==> src/rtl/rapids_pkg.sv <==
// rtl/rapids_pkg.sv - shared types for the instruction fetch path
package rapids_pkg;

    localparam int WORD_W = 32;

    typedef struct packed {
        logic [WORD_W-1:0] instr;
        logic [WORD_W-1:0] pc;
        logic              fault;
    } fetch_entry_t;

    typedef enum logic {
        RUN  = 1'b0,
        HALT = 1'b1
    } fetch_state_t;

endpackage

==> src/rtl/fetch_fifo.sv <==
// rtl/fetch_fifo.sv - DEPTH-entry fetch FIFO with registered head
//
// Ports:
//   clk, reset_n   clock, synchronous active-low reset
//   push           write entry into the tail
//   entry_in       entry written on push
//   pop            remove the head entry (ignored when empty)
//   flush          drop all entries; wins over push and pop
//   count          number of stored entries
//   head           head entry, taken straight from a register
//   head_valid     count is non-zero
module fetch_fifo
    import rapids_pkg::*;
#(
    parameter int DEPTH = 2,
    localparam int CNT_W = $clog2(DEPTH + 1)
) (
    input  logic             clk,
    input  logic             reset_n,
    input  logic             push,
    input  fetch_entry_t     entry_in,
    input  logic             pop,
    input  logic             flush,
    output logic [CNT_W-1:0] count,
    output fetch_entry_t     head,
    output logic             head_valid
);

    // Shift-register organisation: slot 0 is always the head, so the
    // head outputs come directly from flops with no read mux.
    fetch_entry_t     ent      [DEPTH];
    fetch_entry_t     ent_next [DEPTH];
    logic [CNT_W-1:0] cnt;
    logic [CNT_W-1:0] cnt_next;
    logic [CNT_W-1:0] wr_idx;
    logic             pop_ok;

    always_comb begin
        pop_ok = pop && (cnt != '0);
        // Tail slot after this cycle's shift.
        wr_idx = cnt - CNT_W'(pop_ok);
        for (int i = 0; i < DEPTH; i++) begin
            ent_next[i] = ent[i];
        end
        if (pop_ok) begin
            for (int i = 0; i < DEPTH - 1; i++) begin
                ent_next[i] = ent[i + 1];
            end
        end
        for (int i = 0; i < DEPTH; i++) begin
            if (push && (wr_idx == CNT_W'(i))) begin
                ent_next[i] = entry_in;
            end
        end
        cnt_next = cnt + CNT_W'(push) - CNT_W'(pop_ok);
        if (flush) begin
            cnt_next = '0;
        end
    end

    always_ff @(posedge clk) begin
        if (!reset_n) begin
            for (int i = 0; i < DEPTH; i++) begin
                ent[i] <= '0;
            end
            cnt <= '0;
        end else begin
            for (int i = 0; i < DEPTH; i++) begin
                ent[i] <= ent_next[i];
            end
            cnt <= cnt_next;
        end
    end

    assign count      = cnt;
    assign head       = ent[0];
    assign head_valid = (cnt != '0);

endmodule

==> src/rtl/fetch_unit.sv <==
// rtl/fetch_unit.sv - instruction fetch unit with output buffer and redirect
//
// Ports:
//   clk, reset_n              clock, synchronous active-low reset
//   instr_addr   out          word address to the MMU instruction port
//   instr        in           instruction word, valid one cycle after issue
//   wait_instr   in           MMU stall; current address not accepted
//   instr_segv   in           fault flag for the current instr_addr
//   redirect     in           flush and restart at redirect_pc
//   redirect_pc  in           restart word address
//   out_valid/out_ready       head entry handshake towards decode
//   out_instr/out_pc/out_fault head entry contents
module fetch_unit
    import rapids_pkg::*;
#(
    parameter logic [WORD_W-1:0] RESET_PC = 32'd32,
    parameter int                DEPTH    = 2
) (
    input  logic              clk,
    input  logic              reset_n,
    output logic [WORD_W-1:0] instr_addr,
    input  logic [WORD_W-1:0] instr,
    input  logic              wait_instr,
    input  logic              instr_segv,
    input  logic              redirect,
    input  logic [WORD_W-1:0] redirect_pc,
    output logic              out_valid,
    input  logic              out_ready,
    output logic [WORD_W-1:0] out_instr,
    output logic [WORD_W-1:0] out_pc,
    output logic              out_fault
);

    localparam int CNT_W = $clog2(DEPTH + 1);
    localparam int OCC_W = CNT_W + 1;

    fetch_state_t      state;
    fetch_state_t      state_next;
    logic [WORD_W-1:0] pc;
    logic              inflight;
    logic [WORD_W-1:0] inflight_pc;
    logic              inflight_fault;
    logic [CNT_W-1:0]  count;
    logic [OCC_W-1:0]  occupancy;
    logic              issue;
    logic              push;
    logic              pop;
    fetch_entry_t      entry_in;
    fetch_entry_t      head;

    assign pop  = out_valid && out_ready;
    assign push = inflight && !redirect;
    assign entry_in = '{instr: instr, pc: inflight_pc, fault: inflight_fault};

    // Buffered plus in-flight entries after this cycle's pop; issuing only
    // below DEPTH reserves a slot for the word that lands next cycle.
    assign occupancy = {1'b0, count} + OCC_W'(inflight) - OCC_W'(pop);
    assign issue = (state == RUN) && !wait_instr && !redirect &&
                   (occupancy < OCC_W'(DEPTH));

    always_ff @(posedge clk) begin
        if (!reset_n) begin
            state <= RUN;
        end else begin
            state <= state_next;
        end
    end

    always_comb begin
        state_next = state;
        if (redirect) begin
            state_next = RUN;
        end else if (issue && instr_segv) begin
            state_next = HALT;
        end
    end

    always_ff @(posedge clk) begin
        if (!reset_n) begin
            pc             <= RESET_PC;
            inflight       <= 1'b0;
            inflight_pc    <= '0;
            inflight_fault <= 1'b0;
        end else if (redirect) begin
            pc       <= redirect_pc;
            inflight <= 1'b0;
        end else begin
            inflight <= issue;
            if (issue) begin
                inflight_pc    <= pc;
                inflight_fault <= instr_segv;
                pc             <= pc + 1'b1;
            end
        end
    end

    assign instr_addr = pc;

    fetch_fifo #(
        .DEPTH (DEPTH)
    ) u_fifo (
        .clk        (clk),
        .reset_n    (reset_n),
        .push       (push),
        .entry_in   (entry_in),
        .pop        (pop),
        .flush      (redirect),
        .count      (count),
        .head       (head),
        .head_valid (out_valid)
    );

    assign out_instr = head.instr;
    assign out_pc    = head.pc;
    assign out_fault = head.fault;

endmodule
==> config.mk <==
export PLATFORM = sky130hd
export DESIGN_NAME = fetch_unit
export DESIGN_NICKNAME = d
export VERILOG_FILES = /design/src/rtl/rapids_pkg.sv /design/src/rtl/fetch_fifo.sv /design/src/rtl/fetch_unit.sv
export SDC_FILE = /design/constraint.sdc
export NUM_CORES = 1
export LEC_CHECK = 0
export BUFFER_PORTS_ARGS = -buffer_cell sky130_fd_sc_hd__buf_4
export CELL_PAD_IN_SITES_DETAIL_PLACEMENT = 1
export CELL_PAD_IN_SITES_GLOBAL_PLACEMENT = 1
export CORE_MARGIN = 1
export CORE_UTILIZATION = 35
export CTS_CLUSTER_DIAMETER = 60
export DETAILED_ROUTE_END_ITERATION = 10
export PLACE_DENSITY = 0.76
export SKIP_CTS_REPAIR_TIMING = 1
export SYNTH_ARGS = -nofsm -noshare
export SYNTH_HDL_FRONTEND = slang
export SYNTH_SLANG_ARGS = --single-unit
==> constraint.sdc <==
create_clock -name clk -period 4 [get_ports clk]
set_clock_uncertainty 0.15 [all_clocks]
set_input_delay 0.8 -clock clk [delete_from_list [all_inputs] [get_ports clk]]
set_output_delay 0.8 -clock clk [all_outputs]
set_load 0.01 [all_outputs]
* Word level (Yosys, flattened, before mapping) *
Memory sizes are Yosys's and may differ from the RTL's.
Index checks and enable logic that the tools add are counted.

storage, ports and cells
  register bits after elaboration = 69
  bits in latches = 0
  memory bits (writable) = 130
  memory bits (read-only) = 0
  output and inout port bits = 98
  logic and storage cells = 45
  memories kept = 1

memory list
  name        depth  width  read ports  clocked after Yosys merged registers in  wr ports  RTL line          RTL
  u_fifo.ent  2      65     2           0                                        2         fetch_fifo.sv:31  fetch_entry_t ent [DEPTH];

cells by class
  add/sub/neg operators = 6
  multiply operators = 0
  divide/modulo/power cells = 0
  order comparisons = 1
  eq/ne operators = 1
  shift operators = 0
  mux-type cells = 9
  bitwise logic cells = 5
  reduce and logical (&&, ||, !) cells = 16

operators with widths
  cell                   count
  $mux 65                5
  $mux 32                2
  $add 32x1->32 const B  1
  $logic_and 1x1->1      9
  $reduce_bool 2->1      2
  $sub 2x1->2            2
  $add 2x1->3            1
  $lt 3x2->1 const B     1
  $not 1->1              3
  $sub 3x1->3            1
  $add 2x1->2            1
  $eq 2x1->1 const B     1
  $logic_not 1->1        2
  $logic_not 2->1        1
  $mux 1                 2
  $or 1x1->1             2
  $reduce_and 2->1       1
  $reduce_or 2->1        1

* Depth between registers and ports, before layout *
Gate-level depths: netlist of the first run.

  depth in word-level cells = 8
  mapped depth = 17
  mapped depth without buffers = 14

* Modules after synthesis *
Synthesis of the first run repeated with hierarchy kept, for this count alone.

unflattened totals
  cell total of the unflattened synthesis = 1132
  area, all modules = 9068.7 µm²

by module, submodules not included
  module      times used  cells an instance  area an instance (µm²)
  fetch_fifo  1           725                5901.9
  fetch_unit  1           407                3166.8

* Worst setup path before layout of the first run *
Ideal clock, no wire load.

  path type = input to register
  start point = input out_ready
  end point = register pc[29] (netlist: instr_addr[29])
  setup time = 0.130 ns
  arrival = 3.763 ns
  required time = 3.720 ns
  setup slack = -0.043 ns
  stages on the path = 14
  buffers on the path = 4
  cell sequence = nand2_1 -> buf_2 -> buf_1 -> inv_1 -> ha_1 -> inv_1 -> nand2_1 -> fa_1 -> nor4b_2 -> and2_1 -> buf_2 -> buf_1 -> a2bb2oi_1 -> o22ai_1

between the ends
  word-level cells in the longest chain between the ends = 5

RTL lines
  element                             RTL line          RTL
  start, declared                     fetch_unit.sv:28  input logic out_ready,
  $logic_and 1x1->1                   fetch_unit.sv:51  assign pop = out_valid && out_ready;
  $sub 3x1->3                         fetch_unit.sv:57  assign occupancy = {1'b0, count} + OCC_W'(inflight) - OCC_W'(pop);
  $lt 3x2->1                          fetch_unit.sv:59  (occupancy < OCC_W'(DEPTH));
  $logic_and 1x1->1                   fetch_unit.sv:58  assign issue = (state == RUN) && !wait_instr && !redirect &&
  $reduce_bool 2->1 (no source line)  -
  end signal, assigned                fetch_unit.sv:85  pc <= redirect_pc;
  end signal, assigned                fetch_unit.sv:92  pc <= pc + 1'b1;
  end, declared                       fetch_unit.sv:39  logic [WORD_W-1:0] pc;

No other way between the ends.
A chain may end at the register's enable or synchronous reset.

* Worst setup path after layout of the first run *
  start point = register u_fifo.cnt[1] (netlist: u_fifo.count[1])
  end point = register pc[3] (netlist: instr_addr[3])

between the ends
  word-level cells in the longest chain between the ends = 6
  elaborated cells between the ends (all ways) = 7
  classes of those cells = add/sub (2); order compare (1); reduce/logical (4)

RTL lines
  element                                              RTL line          RTL
  start, declared                                      fetch_fifo.sv:33  logic [CNT_W-1:0] cnt;
  start signal, assigned                               fetch_fifo.sv:71  cnt <= cnt_next;
  branches (longest 2 deep; another with $add 2x1->3)  -
  $sub 3x1->3 (*)                                      fetch_unit.sv:57
  $lt 3x2->1 (*)                                       fetch_unit.sv:59
  $logic_and 1x1->1 (*)                                fetch_unit.sv:58
  $reduce_bool 2->1 (no source line) (*)               -

Mark *: on every way between the ends.

==> impl.org, run 1 <==
** Outcome
- Run status :: complete, no violations

** Final layout
- Layout cells sized above 1 :: about a fifth
- In the final layout, the multi-input gates occupy 4001 µm².
- Post-synthesis to final-layout area growth :: 18.23%
- Count of inserted antenna diode cells :: 0
- The filler cells instantiated in the layout total 2891.
- The final layout contains 1192 nets.
- Across the whole layout, storage elements account for 3984 µm².

** Timing
- Subtracting the final worst setup slack from the clock period gives 3.525 ns.
- Hold slack final :: 0.3034 ns
- Setup repair after global routing left no endpoint under its margin.
- Transition time at the pin with the least slew margin :: 0.8690 ns
- The final hold violation count was 0.
- Setup violations remaining at the end of the flow were counted as 0.
- Final slew viol count :: 0
- Measured against its own limit, the worst slew margin works out to 42.07%.
- Max Clk Rate :: 283.7 MHz
- In the final timing run, aggregate negative setup slack is 0 ns.
- Of the available clock period, the critical path in the final layout requires 88.12%.

** GRT
- For this run, the total global-route usage over all layers was measured as between 10% and 20%.
- The initial antenna violation count was 0.
- Entering global routing, the biggest net connects 81 pins.
- First-pass GRT wire length :: 38.94 mm
- After global routing the overflow that remains totals 0.
- Number of global-route vias before repair :: 7344

** Setup path
- The critical path in this run is classified as register to register.
- Along the worst path, the maximum fanout reaches 47.
- The worst setup path is captured at a register.
- FF-to-FF setup slack :: 0.48 ns
- Arrival time of data at the critical path endpoint :: 3.73 ns
- Startpoint class of the critical path :: register
- Data on the critical path is required at its endpoint by 4.21 ns.

** Die
- 168 I/O pins were placed.
- From left edge to right edge, the die measures 160.5 µm.
- DIE HEIGHT :: 160.5 µm
- Core region area :: 24460 µm²
- The die covers 25760 µm².
- The floorplan has 57 rows.
- The initial utilization of the core area, before any placement, comes to 35.95%.

** Place
- Number of buffer cells added on primary ports :: 167
- The congestion estimate from routability-driven global placement came to roughly 0.83.
- Hpwl dp :: 15.58 mm

** Synthesis
- Post-synthesis mux area share :: 8.039%
- Number of warning messages in the yosys log :: 0
- In the synthesized netlist the dominant register cell turns out to be dfxtp_1.
- Synthesis produced a netlist with a net count of 1135.
- By area, the combinational part of the netlist is dominated by simple AND/OR/NAND/NOR gates.
- After Yosys synthesis, and, or, nand and nor cells account for 19.61% of the synthesized area.
- Seq/Total Area, Yosys :: a little under half
- The mapped netlist covers approximately 8800 µm².
- Mean area per synthesized cell :: 8.296 µm²
- After synthesis the netlist holds a flip-flop and latch count of 199.
- Synth unique cells :: 50
- After synthesis, the share of flip-flops with an asynchronous set or reset is 0%.
- Dominant cell by count in the synthesized netlist :: nand2_1
- By area the synthesized netlist is led by dfxtp_1 45%, nand2_1 10%, mux2i_1 7.4%.
- Complex-gate fraction of the synthesized area :: 15.92%
- Library cell with the largest summed area after synthesis :: dfxtp_1
- The synthesized design contains 0 enable-type register cells.
- Commonest cells post-synth :: 242 x nand2_1, 199 x dfxtp_1, 114 x a21oi_1, 78 x nor2_1
- The synthesized netlist devotes 0.8964% of its cell area to XOR and XNOR gates.
- Fraction of synthesized cell area taken by the top area cell type :: 45.30%
- Synthesis handed over a netlist of approximately 1100 instances.
- Of the total synthesized cell area, the portion taken by full adders, half adders and majority gates is 0.7968%.

** Detailed routing
- In this run, the number of DRC markers left after iteration 0 of detailed routing was 410.
- Remaining number of nets flagged by the antenna check after routing :: 0
- Dividing the detail-routed wire length by the instance count gives approximately 16 µm.
- Using the TritonRoute via totals, the vias-per-cell ratio works out to 5.153.
- In the routed design, unresolved DRC markers number 0.
- The first detailed-routing pass ran for 4 iterations.
- Routed wire length :: roughly 24 mm
- For this block, the via count after detailed routing is 7492.

** Flow run
- MaxCap Viol Count :: 0

** Power and ir drop
- The analysis attributes to cell leakage a power of ~4.4 nW.
- Areal power density over the cells :: 398.7 nW/µm²
- IR analysis of the VDD net gives a maximum drop of around 200 µV.

** Clock network
- Max Buffers Root-to-Sink :: 2
- Clock buffer count from CTS :: 17
- Latest clock arrival within the worst-skew pair :: 0.43 ns
- Clock tree root buffer cell :: clkbuf_16
- TritonCTS built the clock tree.
- Counting every sink on the clock net gives around 200.
- The H-tree was split into 4 levels.
- Clock transition at the registers of the reported paths :: 0.08 ns

** Worst hold path
- Kind of path behind the tightest hold check :: register to register
-- where the power goes --
part / internal, W / total, W / switching (W)
registers: 0.00204 / 0.00211 / 0.0000690
clock network: 0.000849 / 0.00166 / 0.000811
logic: 0.000173 / 0.000378 / 0.000205
-- logic make-up (layout without fill, tap and decap cells) --
logic type                 count (synthesis)  in the layout
DFF                                      199            199
xor gates and xnor gates                   9              9
buffers and inverters                    153            223
and+or+nand+nor                          393            393
adders and majority gates                  5              5
muxes                                     70             70
AOI/OAI and AO/OA                        231            231
-- final timing paths --
check                          start                  to  cells past startpoint
hold / removal    u_fifo.ent[0][102]  u_fifo.ent[0][102]                      2
hold reg to reg   u_fifo.ent[0][102]  u_fifo.ent[0][102]                      2
setup / recovery     u_fifo.count[1]       instr_addr[3]                     14
setup reg to reg     u_fifo.count[1]       instr_addr[3]                     14
-- placed cells by master (no fill, tap or decap), drive strengths merged, types with 15 or more instances in the layout --
cell type	netlist	layout
a21oi	114	114
clkbuf	56	19
mux2i	65	65
nor2	78	78
nand4	15	15
dfxtp	199	199
nand3	18	18
buf	84	178
nand2	243	243
a211oi	65	65
inv	12	19
o21ai	15	15
-- registers in the layout (all words and copies together) (netlist names) --
| name | count |
|---|---|
| inflight | 1 |
| inflight_fault | 1 |
| inflight_pc | 32 |
| instr_addr | 32 |
| state | 1 |
| u_fifo.count | 2 |
| u_fifo.ent | 130 |
-- area by class of cell --
class	instances	share of cell area (%)
tap	324	3.899
clock inverter	13	1.083
timing repair buffer	178	13.33
inverter	13	0.5175
multi-input combinational	708	38.49
clock buffer	19	4.357
sequential	199	38.32
-- layer usage --
| metal | vias to the layer above | part of all wire, % | GRT usage [%] |
|---|---|---|---|
| li1 | 3692 | - | - |
| met1 | 3628 | 50 | 26.06 |
| met2 | 159 | 46 | 30.18 |
| met3 | 13 | 3.7 | 3.151 |
| met4 | 0 | 0.62 | 4.545 |
| met5 | - | 0 | 0 |
-- per-stage QoR --
stage               worst slack [ns]  cell area (µm²)  utilization (%)  power (W)  std cells
floorplan                     0.1648             8795                -   0.002359       1060
detailed placement            0.1693             9831            40.19   0.002535       1422
finish                        0.4752            10400            42.50   0.004145       1454
global route                  0.1742            10400            42.50   0.004327       1454
CTS                           0.4337            10400            42.50   0.004206       1454
global placement              0.2363             9831            40.19   0.002525       1422
-- worst max-delay path, stage by stage, from the launching register on --
cell and delay [ns]:
dfxtp_1 0.41, inv_1 0.08, nand2_1 0.17, nand2_4 0.06, inv_1 0.08, ha_1 0.27
inv_1 0.11, nand2_1 0.07, fa_1 0.47, nor4b_2 0.41, and2_1 0.27, buf_12 0.24
nand2_1 0.14, or3_1 0.36, a31oi_1 0.15
Power figures use the tool's default switching activity.
==> run 2: changes to the inputs <==
Settings changed: PLACE_DENSITY 0.76 to 0.74.
Clock period 4 ns to 3.9 ns, I/O delays scaled along.
==> impl.org, run 2 (synthesis gave the netlist of run 1 again) <==
** Outcome
- Run status :: complete, no violations

** Clock network
- Clock transition at the registers of the reported paths :: 0.08 ns (about the same)
- The buffer depth of the longest clock path is 2 (unchanged).
- Clock tree root buffer cell :: clkbuf_16
- Clock tree from TritonCTS :: yes
- The insertion delay of the later-clocked pin in the worst-skew pair was 0.43 ns (about the same).
- Clock buffer count from CTS :: 17 (unchanged)
- CTS H-Tree Depth :: 4 (unchanged)
- Count of clock tree sinks :: 199 (unchanged)

** Die
- The die outline width was 160.5 µm (unchanged).
- The row count was 57 (unchanged).
- Io pins :: 168 (unchanged)
- The initial standard-cell utilization of the core was 35.95% (unchanged).
- The area of the core was 24460 µm² (unchanged).
- The vertical die dimension was 160.5 µm (unchanged).
- The die footprint came to 25760 µm² (unchanged).

** Power and ir drop
- The switching part of the total power is 25.64% (-0.52 points).
- The clock power share was 41.2% (+1.2 points).
- The combinational share of power was 9.1% (about the same).
- The worst-case vdd ir drop is 234.1 µV (+16%).
- Static Leak :: 4.400 nW (+0.48%)
- Int Pwr :: 0.003232 W (+5.6%)
- Sequential share of power :: 49.8% (-1.0 points)
- Switching component of the power :: 0.001115 W (+2.8%)
- Areal power density over the cells :: 415.4 nW/µm² (+4.2%)
- Post-route total power :: 0.004347 W (+4.9%)

** Final layout
- Post-synthesis to final-layout area growth :: 19.00%
- Final net count :: 1197 (+0.42%)
- Area of the multi-input gates :: 4001 µm² (unchanged)
- The final cell count without fillers was 1459 (+0.34%).
- The area used by sequential logic in the layout came to 3984 µm² (unchanged).
- Most frequent cells in the layout :: 240 x nand2_1, 199 x dfxtp_1, 179 x buf_4, 114 x a21oi_1, 78 x nor2_1
- The ratio of cells with drive above 1 in the final layout came to 20.70% (+0.35 points).
- The number of flip-flops under the largest register name came to 130 (unchanged).
- Number of fill cells :: 2923 (+1.1%)
- The count of antenna diodes in the layout is 0 (unchanged).
- Most flops, register :: u_fifo.ent
- The summed area of non-filler cells in the final layout is 10460 µm² (+0.65%).
- Leaving out fill and tap cells, the most frequent cell in the layout is nand2_1.

** Setup path
- Crit-path cells :: inv_1 > nand2_1 > nand2_4 > inv_1 > ha_1 > inv_1 > nand2_1 > fa_1 > nor4b_2 > a21oi_1 > buf_4 > o21ai_0 > a31oi_1
- Slowest cell on the critical path :: a21oi_1
- Cell with the most instances on the worst path :: inv_1
- The arrival time of the worst setup path is 3.74 ns (about the same).
- Worst Path Buf+Inv :: 4 (unchanged)
- Crit-path max cell delay :: 0.88 ns (+0.41 ns)
- The data required time of the critical path is 4.10 ns (-0.11 ns).
- Critical Path End Type :: register
- The worst setup path is launched from a register.
- The maximum fanout count along the critical path is 13 (-72%).
- The worst setup path is of the register to register kind.
- In this design, the largest share of critical-path delay is due to compound AO/OA/AOI/OAI gates.

** GRT
- Maximum number of pins on one net before global-route repair :: 89 (+9.9%)
- Overflow left after global routing :: 0 (unchanged)
- The via count of the first global-routing pass was 7554 (+2.9%).
- The wire length of the first global-routing pass is 39.72 mm (+2.0%).
- GRT Util Overall :: 19.12% (+0.35 points)
- The initial antenna violation count came to 0 (unchanged).

** Detailed routing
- The via count normalized by instance count was 5.173 (+0.40%).
- Post-route DRC violation count :: 0 (unchanged)
- The number of vias in the routed layout came to 7548 (+0.75%).
- Number of design-rule violations left by the first detailed-router iteration :: 469 (+14%)
- The antenna violation net count after detailed routing came to 0 (unchanged).
- First-pass detailed-route iteration total :: 5 (+1)
- The routed length per placed instance was 16.84 µm (+2.3%).
- Routed wire length :: 24.57 mm (+2.6%)

** Place
- The weighted congestion reported at the end of routability-driven placement is 0.7966 (-3.7%).
- The half-perimeter wire length of the detailed placement result came to 16.10 mm (+3.3%).
- The post-detailed-placement cell area is 9868 µm² (+0.38%).
- The count of placed standard cells including taps is 1427 (+0.35%).
- The worst slack after detailed placement came to 0.05583 ns (-0.1135 ns).
- The total of buffers placed on input and output ports came to 167 (unchanged).

** Timing
- Max Clk Rate :: 282.3 MHz (-0.48%)
- Setup repair after global routing left no endpoint under its margin.
- Final Hold Violating Endpoints :: 0 (unchanged)
- Final cycle utilization of the critical path :: 90.82% (+2.7 points)
- The worst slew slack as a fraction of its limit came to 24.20% (-18 points).
- The final critical-path required period was 3.542 ns (+0.01714 ns).
- The worst-margin pin slew came to 1.137 ns (+0.2681 ns).
- Fin worst setup slack :: 0.3580 ns (-0.1171 ns)
- The final setup violation count is 0 (unchanged).
- Final slew viol count :: 0 (unchanged)
- Final total negative setup slack :: 0 ns (unchanged)

** Worst hold path
- In this run the worst hold path is classified as register to register.

** Flow run
- The number of maximum-capacitance constraint violations was 0 (unchanged).
-- run 2: worst reg2reg max path, stage by stage, from the launching register on --
cell	delay (ns)
dfxtp_1	0.35
inv_1	0.10
nand2_1	0.14
nand2_4	0.12
inv_1	0.05
ha_1	0.30
inv_1	0.11
nand2_1	0.07
fa_1	0.42
nor4b_2	0.18
a21oi_1	0.88
buf_4	0.27
o21ai_0	0.11
a31oi_1	0.21
-- run 2: worst paths after layout --
check                           cells after the start                end  slack, ns              start
worst max-delay path                               13     instr_addr[18]       0.36    u_fifo.count[1]
worst min-delay path                                2  u_fifo.ent[0][93]       0.30  u_fifo.ent[0][93]
worst max register to register                     13     instr_addr[18]       0.36    u_fifo.count[1]
worst min register to register                      2  u_fifo.ent[0][93]       0.30  u_fifo.ent[0][93]
-- run 2: power by group through the flow --
stage | logic [W] | clock network [W] | registers, W
3_5_place_dp | 0.000396 | 0 | 0.00221
3_3_place_gp | 0.000387 | 0 | 0.00221
2_1_floorplan | 0.000228 | 0 | 0.00219
5_1_grt | 0.000430 | 0.00192 | 0.00217
6_report | 0.000393 | 0.00179 | 0.00216
4_1_cts | 0.000397 | 0.00184 | 0.00216
-- run 2: per-layer routing --
metal,global-route usage (%),vias to the layer above,wire (µm)
li1,-,3702,-
met1,26.59,3636,12230
met2,30.70,198,11060
met3,2.893,12,1105
met4,5.152,0,182
met5,0,-,0
-- run 2: area by class of cell --
type	instances	area share (%)
repair buffers	183	13.61
flip-flops and latches	199	38.07
inverters	13	0.5142
clock inverters	15	1.626
multi-input cells	708	38.24
well taps	324	3.874
clock buffers	17	4.066
-- run 2: metrics by stage --
stage          hold slack (ns)  util (%)
4_1_cts                 0.3064     42.78
5_1_grt                 0.3207     42.78
3_3_place_gp            0.2918     40.34
3_5_place_dp            0.2961     40.34
6_report                0.3034     42.78
2_1_floorplan           0.2857         -
==> run 3: changes to the inputs <==
Settings changed: CORE_ASPECT_RATIO set to 1.4.
==> impl.org, run 3 (synthesis gave the netlist of run 1 again) <==
** Outcome
- Run status :: complete, no violations

** Clock network
- Clock transition at the registers of the reported paths :: 0.07 ns (about the same)
- Clock buffer count from CTS :: 17 (unchanged)
- Clock tree root buffer cell :: clkbuf_16
- The number of clock sinks was 199 (unchanged).
- Max Buffers Root-to-Sink :: 2 (unchanged)
- The number of H-tree levels was 4 (unchanged).
- Clock tree from TritonCTS :: yes
- Latest clock arrival within the worst-skew pair :: 0.43 ns (about the same)

** Place
- The weighted congestion reported at the end of routability-driven placement is 0.8250 (+3.6%).
- Worst slack after detailed placement :: 0.1126 ns (+0.05680 ns)
- The half-perimeter wire length of the detailed placement result came to 15.56 mm (-3.4%).
- The post-detailed-placement cell area is 9872 µm² (about the same).
- Number of buffer cells added on primary ports :: 167 (unchanged)

** GRT
- The maximum number of pins on one net before global-route repair is 131 (+47%).
- First-pass GRT wire length :: 38.49 mm (-3.1%)
- Number of global-route vias before repair :: 7421 (-1.8%)
- The initial antenna violation count is 0 (unchanged).
- The total congestion overflow came to 0 (unchanged).
- GRT Util Overall :: 18.81% (-0.31 points)

** Timing
- The setup slack after layout was 0.3879 ns (+0.02987 ns).
- Final cycle utilization of the critical path :: 90.05% (-0.77 points)
- The total negative slack for setup checks came to 0 ns (unchanged).
- Setup-violating endpoint count in the final report :: 0 (unchanged)
- RSZ-0062 raised after global routing :: false
- The post-route worst hold slack is 0.3045 ns (+0.001098 ns).
- The final hold violation count is 0 (unchanged).
- Max Clk Rate :: 284.7 MHz (+0.85%)
- Final slew viol count :: 0 (unchanged)
- Transition time at the pin with the least slew margin :: 1.246 ns (+0.1089 ns)
- Max-slew headroom :: 16.94% (-7.3 points)
- Clock period minus worst slack :: 3.512 ns (-0.02987 ns)

** Final layout
- The count of antenna diodes in the layout is 0 (unchanged).
- Most frequent cells in the layout :: 240 x nand2_1, 199 x dfxtp_1, 181 x buf_4, 114 x a21oi_1, 78 x nor2_1
- The summed area of non-filler cells in the final layout was 10460 µm² (about the same).
- Max FFs per register :: 130 (unchanged)
- The number of nets in the final layout is 1199 (+0.17%).
- The library cell used most frequently in the layout, excluding fill and tap cells, is nand2_1.
- Layout cells sized above 1 :: 20.60% (-0.11 points)
- Number of fill cells :: 2945 (+0.75%)
- The area growth from synthesis to layout came to 18.90% (about the same).
- Ranked by flip-flop count, first place goes to u_fifo.ent.

** Die
- Initial core utilization :: 35.64% (-0.31 points)
- The die outline width is 136.0 µm (-15%).
- The die footprint was 25770 µm² (about the same).
- The area of the core is 24670 µm² (+0.86%).
- The vertical die dimension is 189.5 µm (+18%).
- The row count came to 68 (+19%).
- Io pins :: 168 (unchanged)

** Setup path
- The most critical setup path has its endpoint at instr_addr[26].
- Startpoint class of the critical path :: register
- FF-to-FF setup slack :: 0.39 ns (+0.03 ns)
- CP startpoint :: u_fifo.count[1]
- Register-to-Register Path Depth :: 13 (unchanged)
- The data required time of the critical path is 4.10 ns (about the same).
- Arrival time of data at the critical path endpoint :: 3.71 ns (-0.03 ns)
- The critical path is of the register to register type.
- In this run the critical register-to-register path is captured at instr_addr[26].
- The maximum fanout count along the critical path was 15 (+2).
- The startpoint identified for the worst register-to-register timing path is u_fifo.count[1].
- STA classifies the critical path endpoint as a register.

** Detailed routing
- The routed length per placed instance was 16.44 µm (-2.4%).
- The number of DRC violations after detailed routing came to 0 (unchanged).
- The number of DRC markers in iteration 0 came to 337 (-28%).
- Count of vias placed by the detailed router :: 7482 (-0.87%)
- The detailed-router iteration count before antenna repair was 4 (-1).
- DR vias/cell :: 5.156 (-0.33%)
- Remaining number of nets flagged by the antenna check after routing :: 0 (unchanged)
- Routed wire length :: 23.86 mm (-2.9%)

** Power and ir drop
- Static Leak :: 4.420 nW (+0.43%)
- The power per cell area is 413.1 nW/µm² (-0.56%).
- The worst-case vdd ir drop is 290.4 µV (+24%).
- Post-route total power :: 0.004319 W (-0.65%)

** Flow run
- MaxCap Viol Count :: 0 (unchanged)

** Worst hold path
- The tightest min-delay check is of the register to register type.
## run 3: cell types whose count changed in the layout (fill, tap and decap cells not counted), sizes merged
cell / previous run / this run
clkinvlp: 7 / 3
buf: 183 / 185
inv: 17 / 14
clkbuf: 17 / 21
clkinv: 2 / 4
## run 3: area by class of cell
class,instances,area (µm²),area share [%]
multi-input cells,708,4001,38.27
flip-flops and latches,199,3984,38.10
repair buffers,185,1439,13.76
clock buffers,21,460.4,4.404
well taps,315,394.1,3.770
clock inverters,10,122.6,1.173
inverters,13,53.80,0.5146
## run 3: worst max-delay path: stages (launching register included)
cell and delay (ns):
dfxtp_1 0.41, inv_1 0.09, nand2_1 0.13, nand2_4 0.06, inv_1 0.06, ha_1 0.25
inv_1 0.11, nand2_1 0.08, fa_1 0.42, nor4b_2 0.17, a21oi_1 0.96, buf_4 0.29
a22oi_1 0.07, a31oi_1 0.18
## run 3: metal layers
metal  track usage, %  up-vias  share of wire [%]
met4            6.282        0                1.6
met5                0        -                  0
met1            24.09     3588                 46
li1                 -     3712                  -
met2            31.97      156                 49
met3            2.798       26                3.3
## run 3: report_power, final
group	switching, W	total, W	internal, W
clock network	0.000784	0.00176	0.000981
logic	0.000208	0.000390	0.000182
registers	0.0000720	0.00216	0.00209
## run 3: metrics by stage
stage               std cells  utilization, %
finish                   1451           42.37
global route             1451           42.37
CTS                      1451           42.37
detailed placement       1420           40.01
global placement         1420           40.01
floorplan                1060               -
## run 3: worst min path at each step
stage	start	endpoint	slack [ns]	depth (start not counted)
after floorplan	u_fifo.ent[0][100]	u_fifo.ent[0][100]	0.29	2
after detailed placement	u_fifo.ent[0][124]	u_fifo.ent[0][124]	0.30	2
after CTS	u_fifo.ent[0][124]	u_fifo.ent[0][124]	0.31	2
after global placement	u_fifo.ent[0][72]	u_fifo.ent[0][72]	0.29	2
after global routing	u_fifo.ent[0][85]	u_fifo.ent[0][85]	0.32	2
final	u_fifo.ent[0][124]	u_fifo.ent[0][124]	0.30	2
